## config.mk

```make
export PLATFORM = sky130hd
export DESIGN_NAME = i2c_slave_regfile_flat
export DESIGN_NICKNAME = d
export VERILOG_FILES = /design/src/rtl/i2c_slave_regfile_if.sv /design/src/rtl/i2c_slave_regfile.sv /design/src/flat_wrapper.sv
export SDC_FILE = /design/constraint.sdc
export NUM_CORES = 1
export LEC_CHECK = 0
export ABC_AREA = 1
export CAP_MARGIN = 20
export CORE_AREA = 2 2 98 100
export CTS_CLUSTER_SIZE = 12
export DETAILED_ROUTE_END_ITERATION = 6
export DIE_AREA = 0 0 100 102
export PLACE_DENSITY = 0.75
export RECOVER_POWER = 25
export SLEW_MARGIN = 10
export SYNTH_ARGS = -nofsm -noshare
export SYNTH_HDL_FRONTEND = slang
export SYNTH_SLANG_ARGS = --single-unit
```

## constraint.sdc

```tcl
create_clock -name wb_clk_i -period 2.2 [get_ports wb_clk_i]
set_input_delay 0.22 -clock wb_clk_i [delete_from_list [all_inputs] [get_ports wb_clk_i]]
set_output_delay 0.22 -clock wb_clk_i [all_outputs]
set_load 0.05 [all_outputs]
```

## src/rtl/i2c_slave_regfile_if.sv

```systemverilog
// Bus-side signal bundle for the I2C register-file target: pin levels in, open-drain enables and write strobes out.
interface i2c_slave_regfile_if #(
    parameter int REG_AW = 3
);
    logic              scl_i;
    logic              sda_i;
    logic              sda_oe_o;
    logic              scl_oe_o;
    logic              wr_stb_o;
    logic [REG_AW-1:0] wr_addr_o;
    logic [7:0]        wr_data_o;
    logic              busy_o;

    modport slave (
        input  scl_i, sda_i,
        output sda_oe_o, scl_oe_o, wr_stb_o, wr_addr_o, wr_data_o, busy_o
    );

    modport master (
        output scl_i, sda_i,
        input  sda_oe_o, scl_oe_o, wr_stb_o, wr_addr_o, wr_data_o, busy_o
    );
endinterface

```

## src/rtl/i2c_slave_regfile.sv

```systemverilog
// EEPROM-style I2C target: oversampled SCL/SDA, 7-bit address match, auto-incrementing byte pointer.
// Optional clock stretching after each ACK/NACK slot is enabled by defining I2C_SLAVE_CLK_STRETCH_EN.
module i2c_slave_regfile #(
    parameter logic [6:0] SLAVE_ADDR     = 7'h51,
    parameter int         REG_AW         = 3,
    parameter logic [7:0] RESET_VAL      = 8'h00,
    parameter int         STRETCH_CYCLES = 16
) (
    input  logic               wb_clk_i,
    input  logic               wb_rst_i,
    i2c_slave_regfile_if.slave bus
);
    typedef enum logic [3:0] {
        IDLE, ADDR, ADDR_ACK, PTR, PTR_ACK, WDATA, WDATA_ACK, RDATA, MACK, WAIT_STOP
    } state_t;

    state_t            state, state_n;
    logic [1:0]        scl_sync, sda_sync;
    logic              scl_d, sda_d;
    logic [3:0]        bit_cnt, bit_cnt_n;
    logic [7:0]        shift, shift_n;
    logic              ack_ph, ack_ph_n;
    logic              rw, rw_n;
    logic              nack, nack_n;
    logic              sda_oe, sda_oe_n;
    logic              busy, busy_n;
    logic [REG_AW-1:0] ptr, ptr_n;
    logic              wr_stb, wr_stb_n;
    logic [REG_AW-1:0] wr_addr, wr_addr_n;
    logic [7:0]        wr_data, wr_data_n;
    logic              reg_we;
    logic [7:0]        regs [2**REG_AW];

    wire scl_s    = scl_sync[1];
    wire sda_s    = sda_sync[1];
    wire scl_rise = scl_s & ~scl_d;
    wire scl_fall = ~scl_s & scl_d;
    wire start    = scl_s & scl_d & sda_d & ~sda_s;
    wire stop     = scl_s & scl_d & ~sda_d & sda_s;
    wire [7:0] rx_byte = {shift[6:0], sda_s};

    always_ff @(posedge wb_clk_i) begin
        if (wb_rst_i) begin
            scl_sync <= 2'b11;
            sda_sync <= 2'b11;
            scl_d    <= 1'b1;
            sda_d    <= 1'b1;
            state    <= IDLE;
            bit_cnt  <= '0;
            shift    <= '0;
            ack_ph   <= 1'b0;
            rw       <= 1'b0;
            nack     <= 1'b0;
            sda_oe   <= 1'b0;
            busy     <= 1'b0;
            ptr      <= '0;
            wr_stb   <= 1'b0;
            wr_addr  <= '0;
            wr_data  <= '0;
            for (int i = 0; i < 2**REG_AW; i++) regs[i] <= RESET_VAL;
        end else begin
            scl_sync <= {scl_sync[0], bus.scl_i};
            sda_sync <= {sda_sync[0], bus.sda_i};
            scl_d    <= scl_s;
            sda_d    <= sda_s;
            state    <= state_n;
            bit_cnt  <= bit_cnt_n;
            shift    <= shift_n;
            ack_ph   <= ack_ph_n;
            rw       <= rw_n;
            nack     <= nack_n;
            sda_oe   <= sda_oe_n;
            busy     <= busy_n;
            ptr      <= ptr_n;
            wr_stb   <= wr_stb_n;
            wr_addr  <= wr_addr_n;
            wr_data  <= wr_data_n;
            if (reg_we) regs[ptr] <= rx_byte;
        end
    end

    always_comb begin
        state_n   = state;
        bit_cnt_n = bit_cnt;
        shift_n   = shift;
        ack_ph_n  = ack_ph;
        rw_n      = rw;
        nack_n    = nack;
        sda_oe_n  = sda_oe;
        busy_n    = busy;
        ptr_n     = ptr;
        wr_stb_n  = 1'b0;
        wr_addr_n = wr_addr;
        wr_data_n = wr_data;
        reg_we    = 1'b0;
        // Bus conditions take priority over any SCL edge seen in the same cycle.
        if (stop) begin
            state_n  = IDLE;
            sda_oe_n = 1'b0;
            busy_n   = 1'b0;
        end else if (start) begin
            state_n   = ADDR;
            bit_cnt_n = '0;
            sda_oe_n  = 1'b0;
            ack_ph_n  = 1'b0;
        end else begin
            case (state)
                ADDR, PTR, WDATA: if (scl_rise) begin
                    shift_n   = rx_byte;
                    bit_cnt_n = bit_cnt + 4'd1;
                    ack_ph_n  = 1'b0;
                    if (bit_cnt == 4'd7) begin
                        if (state == ADDR) begin
                            if (shift[6:0] == SLAVE_ADDR) begin
                                state_n = ADDR_ACK;
                                rw_n    = sda_s;
                                busy_n  = 1'b1;
                            end else begin
                                state_n = WAIT_STOP;
                                busy_n  = 1'b0;
                            end
                        end else if (state == PTR) begin
                            ptr_n   = rx_byte[REG_AW-1:0];
                            state_n = PTR_ACK;
                        end else begin
                            reg_we    = 1'b1;
                            wr_stb_n  = 1'b1;
                            wr_addr_n = ptr;
                            wr_data_n = rx_byte;
                            ptr_n     = ptr + 1'b1;
                            state_n   = WDATA_ACK;
                        end
                    end
                end
                ADDR_ACK, PTR_ACK, WDATA_ACK: if (scl_fall) begin
                    // First fall starts the ACK slot, second fall ends it.
                    if (!ack_ph) begin
                        sda_oe_n = 1'b1;
                        ack_ph_n = 1'b1;
                    end else begin
                        ack_ph_n  = 1'b0;
                        bit_cnt_n = '0;
                        if (state == ADDR_ACK && rw) begin
                            shift_n  = regs[ptr];
                            sda_oe_n = ~regs[ptr][7];
                            state_n  = RDATA;
                        end else begin
                            sda_oe_n = 1'b0;
                            state_n  = (state == ADDR_ACK) ? PTR : WDATA;
                        end
                    end
                end
                RDATA: begin
                    if (scl_rise) begin
                        bit_cnt_n = bit_cnt + 4'd1;
                    end else if (scl_fall) begin
                        if (bit_cnt == 4'd8) begin
                            sda_oe_n = 1'b0;
                            ptr_n    = ptr + 1'b1;
                            ack_ph_n = 1'b0;
                            state_n  = MACK;
                        end else begin
                            sda_oe_n = ~shift[3'd7 - bit_cnt[2:0]];
                        end
                    end
                end
                MACK: begin
                    if (scl_rise && !ack_ph) begin
                        nack_n   = sda_s;
                        ack_ph_n = 1'b1;
                    end else if (scl_fall && ack_ph) begin
                        ack_ph_n  = 1'b0;
                        bit_cnt_n = '0;
                        if (nack) begin
                            state_n = WAIT_STOP;
                        end else begin
                            shift_n  = regs[ptr];
                            sda_oe_n = ~regs[ptr][7];
                            state_n  = RDATA;
                        end
                    end
                end
                default: ;
            endcase
        end
    end

    assign bus.sda_oe_o  = sda_oe;
    assign bus.wr_stb_o  = wr_stb;
    assign bus.wr_addr_o = wr_addr;
    assign bus.wr_data_o = wr_data;
    assign bus.busy_o    = busy;

`ifdef I2C_SLAVE_CLK_STRETCH_EN
    localparam int SW = $clog2(STRETCH_CYCLES + 1);
    logic          scl_oe;
    logic [SW-1:0] str_cnt;
    wire ack_end = scl_fall & ack_ph & ~start & ~stop &
                   (state == ADDR_ACK || state == PTR_ACK || state == WDATA_ACK || state == MACK);

    always_ff @(posedge wb_clk_i) begin
        if (wb_rst_i || start || stop) begin
            scl_oe  <= 1'b0;
            str_cnt <= '0;
        end else if (ack_end) begin
            scl_oe  <= 1'b1;
            str_cnt <= SW'(STRETCH_CYCLES - 1);
        end else if (scl_oe) begin
            if (str_cnt == '0) scl_oe <= 1'b0;
            else               str_cnt <= str_cnt - 1'b1;
        end
    end
    assign bus.scl_oe_o = scl_oe;
`else
    assign bus.scl_oe_o = 1'b0;
`endif
endmodule

```

## src/flat_wrapper.sv

```systemverilog
// flat-port wrapper written by rule: the top's interface ports become plain ports
module i2c_slave_regfile_flat 
#(
    parameter logic [6:0] SLAVE_ADDR     = 7'h51,
    parameter int         REG_AW         = 3,
    parameter logic [7:0] RESET_VAL      = 8'h00,
    parameter int         STRETCH_CYCLES = 16
)
  (wb_clk_i, wb_rst_i, bus_scl_i, bus_sda_i, bus_sda_oe_o, bus_scl_oe_o, bus_wr_stb_o, bus_wr_addr_o, bus_wr_data_o, bus_busy_o);
  i2c_slave_regfile_if #(.REG_AW(REG_AW)) bus_i ();
  input  logic wb_clk_i;
  input  logic wb_rst_i;
  input wire logic [$bits(bus_i.scl_i)-1:0] bus_scl_i;
  input wire logic [$bits(bus_i.sda_i)-1:0] bus_sda_i;
  output wire logic [$bits(bus_i.sda_oe_o)-1:0] bus_sda_oe_o;
  output wire logic [$bits(bus_i.scl_oe_o)-1:0] bus_scl_oe_o;
  output wire logic [$bits(bus_i.wr_stb_o)-1:0] bus_wr_stb_o;
  output wire logic [$bits(bus_i.wr_addr_o)-1:0] bus_wr_addr_o;
  output wire logic [$bits(bus_i.wr_data_o)-1:0] bus_wr_data_o;
  output wire logic [$bits(bus_i.busy_o)-1:0] bus_busy_o;
  assign bus_i.scl_i = bus_scl_i;
  assign bus_i.sda_i = bus_sda_i;
  assign bus_sda_oe_o = bus_i.sda_oe_o;
  assign bus_scl_oe_o = bus_i.scl_oe_o;
  assign bus_wr_stb_o = bus_i.wr_stb_o;
  assign bus_wr_addr_o = bus_i.wr_addr_o;
  assign bus_wr_data_o = bus_i.wr_data_o;
  assign bus_busy_o = bus_i.busy_o;
  i2c_slave_regfile #(.SLAVE_ADDR(SLAVE_ADDR), .REG_AW(REG_AW), .RESET_VAL(RESET_VAL), .STRETCH_CYCLES(STRETCH_CYCLES)) u_core (.wb_clk_i(wb_clk_i), .wb_rst_i(wb_rst_i), .bus(bus_i));
endmodule
```

==> impl_metrics.env <==
export IMPL_outcome="completed"
export IMPL_finalWorstPathRequiredPeriod_ns=2.04
export IMPL_syn_avg_cell_area_um2=7.79
export IMPL_htree_num_levels=3
export IMPL_arrival_ns=2.11
export IMPL_gp_congestion=0.969
export IMPL_grt_max_degree=33
export IMPL_synth_seq_cells=109
export IMPL_ctsHoldBuffers=0
export IMPL_hold_path_class="in -> reg"
export IMPL_ir_worst_vdd_v=0.000463
export IMPL_internal_power_mw=3.21
export IMPL_tns_ns=0
export IMPL_total_leakage_power_nw=2.53
export IMPL_placed_cell_area_um2=5670
export IMPL_synth_most_common_cell="nand2_1"
export IMPL_crit_type="reg -> reg"
export IMPL_worstSetupStartpoint="u_core.state[1]"
export IMPL_synthesis_nets=689
export IMPL_pwr_share_seq_pct=46.6
export IMPL_finClkSkew_ns=0.0149
export IMPL_grt_pass1_wl_mm=20.8
export IMPL_die_w_um=100
export IMPL_cts_buffers=9
export IMPL_synthFlopType="edfxtp_1"
export IMPL_timing_rr_start="u_core.state[1]"
export IMPL_drc=0
export IMPL_drtIter0Drc=434
export IMPL_setup_viol=0
export IMPL_crit_fanout=9
export IMPL_cts_tree="yes"
export IMPL_crit_chain="inv_1 > nand2_1 > nor2_1 > nand2_1 > nor2_2 > nand2_1 > inv_2 > nand2_2 > nand2_2"
export IMPL_cap_violations=0
export IMPL_netlist_area_leader_share_pct=36.2
export IMPL_cp_slowest_cell="dfxtp_1"
export IMPL_syn_to_final_growth_pct=10.6
export IMPL_synth_cells=682
export IMPL_p_switching_mw=1.92
export IMPL_grt_ovfl_total=0
export IMPL_yosys_top_cells_area="edfxtp_1, dfxtp_1, nand2_1"
export IMPL_clock_root_buffer="clkbuf_8"
export IMPL_io_pins=19
export IMPL_die_area_um2=10200
export IMPL_insertion_delay_ns=0.38
export IMPL_ys_warn_count=0
export IMPL_ys_top_cells_by_count="nand2_1, nor2_1, nand3_1"
export IMPL_placementRows=35
export IMPL_critPathMaxStageDelay_ns=0.37
export IMPL_routed_via_count=4565
export IMPL_synthArstFlopShare_pct=0
export IMPL_crit_top_cell="nand2_1"
export IMPL_diodes=0
export IMPL_period_share_pct=92.9
export IMPL_power_density_nw_per_um2=873
export IMPL_fmax_ghz=0.489
export IMPL_hp_start="bus_scl_i"
export IMPL_core_area_um2=9110
export IMPL_grt_usage_pct=26.8
export IMPL_power_switching_fraction_pct=37.4
export IMPL_p_comb_share_pct=30.1
export IMPL_cts_buffer_depth=2
export IMPL_rsz0062_at_grt="false"
export IMPL_start_util_pct=58.3
export IMPL_critPathCaptureType="register"
export IMPL_clock_sinks=109
export IMPL_post_route_util_pct=64.5
export IMPL_portBuffers=17
export IMPL_routedWlPerCell_um=15.8
export IMPL_firstDrtPassIters=5
export IMPL_grt_pass1_vias=4371
export IMPL_antenna_left=0
export IMPL_netlist_area_um2=5310
export IMPL_yosys_area_top_type="edfxtp_1"
export IMPL_finalHoldViolCount=0
export IMPL_cp_start_kind="register"
export IMPL_grt_antenna_before_repair=0
export IMPL_finalNetCount=713
export IMPL_design_area_um2=5870
export IMPL_tightest_slew_ns=0.607
export IMPL_die_h_um=102
export IMPL_drv_slew=0
export IMPL_slew_headroom_pct=59.2
export IMPL_synth_edff_count=64
export IMPL_ys_types=35
export IMPL_routed_wl_mm=13.0
export IMPL_hpwl_mm=9.51
export IMPL_power_mw=5.12
export IMPL_pwr_share_clk_pct=23.2
export IMPL_clkSlewWorstSetupHoldPaths_ns=0.11
export IMPL_layout_drive_gt1_share_pct=8.86
export IMPL_ys_seq_area_share_pct=53.1
export IMPL_worstPathRequired_ns=2.27
export IMPL_viasPerCell=5.55
critical path: cells and delay by family (launching register included):
kind / cells / cell delay, ns
buffers and inverters: 2 / 0.35
DFF: 1 / 0.37
and+or+nand+nor: 7 / 1.02
repair_timing:
action,CTS,global route
setup endpoints to repair,0,59
resized for setup,0,8
setup buffers,0,0
sequential cells by signal, indices dropped and copies added, names as in the netlist, 2 cells and up, named ones only:
name,flops
u_core.bus.wr_data_o,8
u_core.ptr,3
u_core.shift,8
u_core.regs,64
u_core.sda_sync,2
u_core.bus.wr_addr_o,3
u_core.state,4
u_core.scl_sync,2
u_core.bit_cnt,4
worst paths after layout:
| check | end | slack, ns | cells after the start |
|---|---|---|---|
| worst max-delay path | u_core.regs[5][3] | 0.16 | 9 |
| worst min-delay path | u_core.scl_sync[0] | 0.40 | 2 |
| worst min register to register | u_core.scl_sync[1] | 0.42 | 1 |
| worst max register to register | u_core.regs[5][3] | 0.16 | 9 |
kinds of logic after synthesis:
kind of cell,Yosys count,synth area share (%)
AO/OA/AOI/OAI,54,5.68
XOR/XNOR,2,0.330
adder cells (fa/ha/maj),3,0.707
buffers and inverters,83,6.22
flip-flops,109,53.1
other,1,0.0706
AND/OR/NAND/NOR,430,33.9
power groups by stage:
stage | clock network, mW | logic (mW) | registers [mW]
after detailed placement | 0 | 1.52 | 2.43
final | 1.19 | 1.54 | 2.39
after floorplan | 0 | 1.14 | 2.44
after global placement | 0 | 1.50 | 2.43
after global routing | 1.29 | 1.75 | 2.41
after CTS | 1.21 | 1.53 | 2.39
area by class of cell:
class	instances	area (um2)
Clock buffer	10	128
Tap cell	111	139
Multi-Input combinational cell	490	2180
Sequential cell	109	2820
Inverter	59	221
Timing Repair Buffer	37	318
Clock inverter	6	65.1
Fill cell	790	3240
cells in the final DEF (no fill, tap or decap), types with 11 or more instances in the layout:
cell type	count
o21ai_0	22
buf_4	15
nor2_1	145
nand2_2	11
edfxtp_1	64
inv_1	48
dfxtp_1	45
nand3_1	78
a21oi_1	18
nand2_1	173
dlygate4sd3_1	15
routing by layer:
| layer | GRT usage, % | vias to the layer above | wire (um) |
|---|---|---|---|
| met5 | 0 | - | 0 |
| met4 | 12.1 | 0 | 389 |
| met3 | 5.47 | 36 | 1010 |
| met2 | 45.5 | 187 | 6290 |
| met1 | 33.5 | 2085 | 5260 |
| li1 | - | 2257 | - |
stage by stage:
stage	cells	setup WS, ns	hold slack (ns)
final	822	0.156	0.400
after global routing	822	0.0102	0.383
after global placement	806	0.134	0.394
after CTS	822	0.0977	0.389
after floorplan	682	0.214	0.324
after detailed placement	806	0.0776	0.397
(Power assumes the default switching activity.)
